==> src/rtl/mult4u_pkg.sv <==
// Shared types and helpers for the 4-bit multiplier accumulate stage.
package mult4u_pkg;

    localparam int OP_W   = 4;
    localparam int PROD_W = 8;

    typedef enum logic {
        ACCUM = 1'b0,
        HOLD  = 1'b1
    } state_e;

    // Mod-3 residue of a value up to 8 bits wide (narrower values zero-extended).
    // Even bit positions weigh 1 and odd positions weigh 2 modulo 3.
    function automatic logic [1:0] res3(input logic [PROD_W-1:0] v);
        logic [3:0] s;
        logic [3:0] r;
        s = '0;
        for (int i = 0; i < PROD_W; i++) begin
            if (i % 2 == 1)
                s = s + {2'b00, v[i], 1'b0};
            else
                s = s + {3'b000, v[i]};
        end
        r = s % 4'd3;
        return r[1:0];
    endfunction

endpackage

==> src/rtl/mult4u_res3.sv <==
// Combinational mod-3 residue comparator: flags a product inconsistent with its operands.
module mult4u_res3
    import mult4u_pkg::*;
(
    input  logic [OP_W-1:0]   in_a,
    input  logic [OP_W-1:0]   in_b,
    input  logic [PROD_W-1:0] in_p,
    output logic              mismatch
);

    logic [1:0] ra, rb, rp, rprod;
    logic [3:0] prod;

    always_comb begin
        ra       = res3({4'b0000, in_a});
        rb       = res3({4'b0000, in_b});
        rp       = res3(in_p);
        prod     = {2'b00, ra} * {2'b00, rb};
        rprod    = res3({4'b0000, prod});
        mismatch = (rprod != rp);
    end

endmodule

==> src/rtl/mult4u_acc_stage.sv <==
// Accumulates COUNT multiplier products per block and hands the sum out on valid/ready.
// Optional residue checker enabled by defining MULT4U_RESIDUE_CHECK_EN.
module mult4u_acc_stage
    import mult4u_pkg::*;
#(
    parameter int ACC_W = 12,
    parameter int COUNT = 4
) (
    input  logic              clk,
    input  logic              rst_n,
    input  logic              in_valid,
    output logic              in_ready,
    input  logic [OP_W-1:0]   in_a,
    input  logic [OP_W-1:0]   in_b,
    input  logic [PROD_W-1:0] in_p,
    input  logic              clear,
    output logic              out_valid,
    input  logic              out_ready,
    output logic [ACC_W-1:0]  out_sum,
    output logic              out_ovf,
    output logic              out_err
);

    localparam int CNT_W = $clog2(COUNT + 1);

    state_e           state;
    logic [ACC_W-1:0] acc;
    logic [CNT_W-1:0] cnt;
    logic             ovf, err;

    logic             accept, mism, carry, last;
    logic             nxt_ovf, nxt_err;
    logic [ACC_W-1:0] nxt_acc;
    logic [CNT_W-1:0] nxt_cnt;

`ifdef MULT4U_RESIDUE_CHECK_EN
    mult4u_res3 u_res3 (
        .in_a     (in_a),
        .in_b     (in_b),
        .in_p     (in_p),
        .mismatch (mism)
    );
`else
    logic unused_ops;
    assign unused_ops = ^{in_a, in_b};
    assign mism       = 1'b0;
`endif

    // In HOLD a slot only opens when the held result leaves this same cycle.
    assign in_ready  = !clear && (state == ACCUM || out_ready);
    assign accept    = in_valid && in_ready;
    assign out_valid = (state == HOLD);

    assign {carry, nxt_acc} = {1'b0, acc} + {{(ACC_W + 1 - PROD_W){1'b0}}, in_p};
    assign nxt_ovf = ovf | carry;
    assign nxt_err = err | mism;
    assign nxt_cnt = cnt + 1'b1;
    assign last    = (nxt_cnt == CNT_W'(COUNT));

    always_ff @(posedge clk or negedge rst_n) begin
        if (!rst_n) begin
            state   <= ACCUM;
            acc     <= '0;
            cnt     <= '0;
            ovf     <= 1'b0;
            err     <= 1'b0;
            out_sum <= '0;
            out_ovf <= 1'b0;
            out_err <= 1'b0;
        end else if (clear) begin
            state   <= ACCUM;
            acc     <= '0;
            cnt     <= '0;
            ovf     <= 1'b0;
            err     <= 1'b0;
            out_sum <= '0;
            out_ovf <= 1'b0;
            out_err <= 1'b0;
        end else begin
            if (state == HOLD && out_ready)
                state <= ACCUM;
            if (accept) begin
                if (last) begin
                    // Overrides the consume above when COUNT=1 refills in the same cycle.
                    state   <= HOLD;
                    out_sum <= nxt_acc;
                    out_ovf <= nxt_ovf;
                    out_err <= nxt_err;
                    acc     <= '0;
                    cnt     <= '0;
                    ovf     <= 1'b0;
                    err     <= 1'b0;
                end else begin
                    acc <= nxt_acc;
                    cnt <= nxt_cnt;
                    ovf <= nxt_ovf;
                    err <= nxt_err;
                end
            end
        end
    end

endmodule

==> config.mk <==
export PLATFORM = sky130hd
export DESIGN_NAME = mult4u_acc_stage
export DESIGN_NICKNAME = d
export VERILOG_FILES = /design/src/rtl/mult4u_pkg.sv /design/src/rtl/mult4u_res3.sv /design/src/rtl/mult4u_acc_stage.sv
export SDC_FILE = /design/constraint.sdc
export NUM_CORES = 1
export LEC_CHECK = 0
export CAP_MARGIN = 20
export CORE_AREA = 3 3 74 76
export CTS_CLUSTER_SIZE = 12
export DETAILED_ROUTE_END_ITERATION = 10
export DIE_AREA = 0 0 77 79
export PLACE_DENSITY = 0.63
export RECOVER_POWER = 50
export REMOVE_ABC_BUFFERS = 1
export SLEW_MARGIN = 20
export SYNTH_ARGS = -nofsm -noshare
export SYNTH_HDL_FRONTEND = slang
export SYNTH_SLANG_ARGS = --single-unit
==> constraint.sdc <==
create_clock -name clk -period 2.52 [get_ports clk]
set_clock_uncertainty 0.1 [all_clocks]
set_input_delay 0.252 -clock clk [delete_from_list [all_inputs] [get_ports clk]]
set_output_delay 0.252 -clock clk [all_outputs]
set_load 0.01 [all_outputs]
==> results.tsv <==
metric	value	unit
#FFs+latches synth	30	
layout cells sized above 1	12.1	%
cell area power density	551	nW/um^2
1st-iter DRT viols	29	
commonest cells after routing, fill and taps aside	dfrtp_1, clkdlybuf4s50_1, nand2_1	
final hold vios	0	
crit start category	input pin	
via count	1323	
Final #Nets	237	
nature of the critical path endpoint	flip-flop	
fin crit period	2.16	ns
GR Util All Layers	12.5	%
Final Max Tran Viols	31	
Area growth, synth to finish	25.0	%
Post-Syn Area	1710	sq um
sequential area share after synthesis	43.9	%
GRT overflow	0	
Worst Setup Path Type	in2reg	
Final HPWL DP	2590	microns
pin count of the biggest net entering global routing	31	
DRC viols	0	
CTS root buf	clkbuf_8	
wire per inst	13.2	microns
outcome	finished, violations left	
post-synthesis cell count	172	
crit-path max FO	4	
CTS hold repair buffers	0	
Max-slew headroom	-11.3	%
Vias/cell	4.85	
maxcap violations	1	
antenna violations before repair	0	
Post-CTS Setup Repair Bufs	0	
first-pass iteration count of the detailed router	4	
FILL cells	465	
die height	79	microns
CTS resizes	0	
Rows	25	
worst vdd ir	0.352	mV
Reg clk slew, reported paths	0.07	ns
CP required	2.58	ns
total routed wirelength	3590	microns
H-tree depth	2	
CTS tree	yes	
DRT antenna net count	0	
RSZ-0062 raised after global routing	no	
n_diodes	0	
Leakage	0.000961	uW
mean post-synth cell area	9.94	sq um
Setup TNS	0	ns
Worst Setup Slack, final	0.363	ns
class of the worst hold path	reg2reg	
first-pass GRT wire length	6100	microns
most common cell after layout, fill and taps aside	dfrtp_1	
Tcrit/Tclk final	85.6	%
I/O Buffers	27	
GP Congestion	0.775	
Die X	77	microns
die area	6080	sq um
failing checks	max-capacitance violations, max-slew violations	
worst slew pin tran	1.67	ns
number of global-route vias before repair	1325	
clock buffer count from CTS	5	
Setup violations, final	0	
clk_lat worst skew	0.28	ns
Yosys cell types	43	
core area	4790	sq um
crit path DAT	2.22	ns
dpl ws	0.0922	ns
maximum clock insertion buffer count	2	
Synth Warn #	0	
CTS sink count	30	
Boundary Pins	37	
Starting Density	35.7	%
maximum clock frequency	464	MHz
==> kinds of logic after synthesis <==
kind of cell | share of synthesized area [%]
AO/OA/AOI/OAI | 21.7
AND/OR/NAND/NOR | 15.2
flip-flops | 43.9
adder cells (fa/ha/maj) | 8.49
XOR/XNOR | 6.07
buffers and inverters | 3.88
other | 0.219
multiplexers | 0.585
==> critical path: stages <==
cell	delay [ns]
clkdlybuf4s50_1	0.41
ha_1	0.22
fa_1	0.40
a211oi_1	0.26
o21ai_2	0.12
o21ai_1	0.28
xor2_1	0.20
o21ai_1	0.07
==> state kept, by name, indices dropped and copies added, names as in the netlist <==
| register | cells |
|---|---|
| out_valid | 1 |
| cnt | 3 |
| out_ovf | 1 |
| ovf | 1 |
| acc | 12 |
| out_sum | 12 |
==> layout make-up <==
type                    count  area (sq um)  share of cell area [%]
clock buffers               7          86.3                    4.04
inverters                   4          15.0                   0.702
multi-input cells         131           886                    41.4
repair buffers             33           312                    14.6
flip-flops and latches     30           751                    35.1
well taps                  67          83.8                    3.92
clock inverters             1          5.00                   0.234
==> final timing paths <==
kind / start / to / slack (ns) / cells past startpoint
max in group asynchronous: rst_n / acc[1]$_DFFE_PN0P_ / 0.59 / 2
min in group asynchronous: rst_n / out_sum[5]$_DFFE_PN0P_ / 0.77 / 2
worst max register to register: acc[0]$_DFFE_PN0P_ / out_sum[8]$_DFFE_PN0P_ / 0.38 / 7
worst min register to register: out_sum[11]$_DFFE_PN0P_ / out_sum[11]$_DFFE_PN0P_ / 0.41 / 2
worst max-delay path: in_p[0] / out_sum[8]$_DFFE_PN0P_ / 0.36 / 8
worst min-delay path: out_sum[11]$_DFFE_PN0P_ / out_sum[11]$_DFFE_PN0P_ / 0.41 / 2
==> routing by layer <==
layer	GRT usage, %	share of wire [%]	vias to the layer above	wire, microns
li1	-	-	682	-
met1	16.4	49	607	1770
met2	20.5	45	29	1610
met3	3.51	4.8	5	172
met4	2.67	0.89	0	32
met5	0	0	-	0
==> per-stage QoR <==
| stage | power, uW | cell area (sq um) | std cells | hold slack, ns | utilization, % |
|---|---|---|---|---|---|
| after floorplan | 712 | 1660 | 165 | -0.144 | - |
| after global placement | 792 | 2060 | 265 | 0.383 | 43.0 |
| final | 1180 | 2140 | 273 | 0.407 | 44.7 |
| after global routing | 1250 | 2140 | 273 | 0.421 | 44.7 |
| after CTS | 1190 | 2150 | 273 | 0.271 | 44.9 |
| after detailed placement | 793 | 2060 | 265 | 0.389 | 43.0 |
==> where the power goes <==
part,switching (uW),internal (uW)
registers,17.1,505
clock network,176,220
logic,146,113
==> cells in the mapped netlist, drive strengths merged <==
| master | instances | area share, % |
|---|---|---|
| nor2 | 7 | 2.0 |
| mux2i | 1 | 0.59 |
| and2 | 1 | 0.37 |
| and3 | 3 | 1.5 |
| nand3b | 1 | 0.44 |
| xnor2 | 4 | 2.0 |
| or3 | 3 | 1.1 |
| a22oi | 3 | 1.3 |
| xor2 | 7 | 4.0 |
| o2111ai | 1 | 0.88 |
| nand2b | 2 | 0.73 |
| a21oi | 15 | 4.6 |
| o21ai | 21 | 6.6 |
| fa | 1 | 1.2 |
| nor4b | 1 | 0.51 |
| buf | 6 | 2.8 |
| inv | 4 | 0.88 |
| clkbuf | 1 | 0.22 |
| o21a | 1 | 0.44 |
| nor3 | 1 | 0.59 |
| a211oi | 2 | 1.2 |
| nand2 | 20 | 4.5 |
| nand3 | 11 | 3.5 |
| ha | 10 | 7.3 |
| o211ai | 4 | 1.8 |
| conb | 1 | 0.22 |
| a22o | 6 | 3.1 |
| dfrtp | 30 | 44 |
| a21o | 4 | 1.8 |
Power figures use the tool's default switching activity.
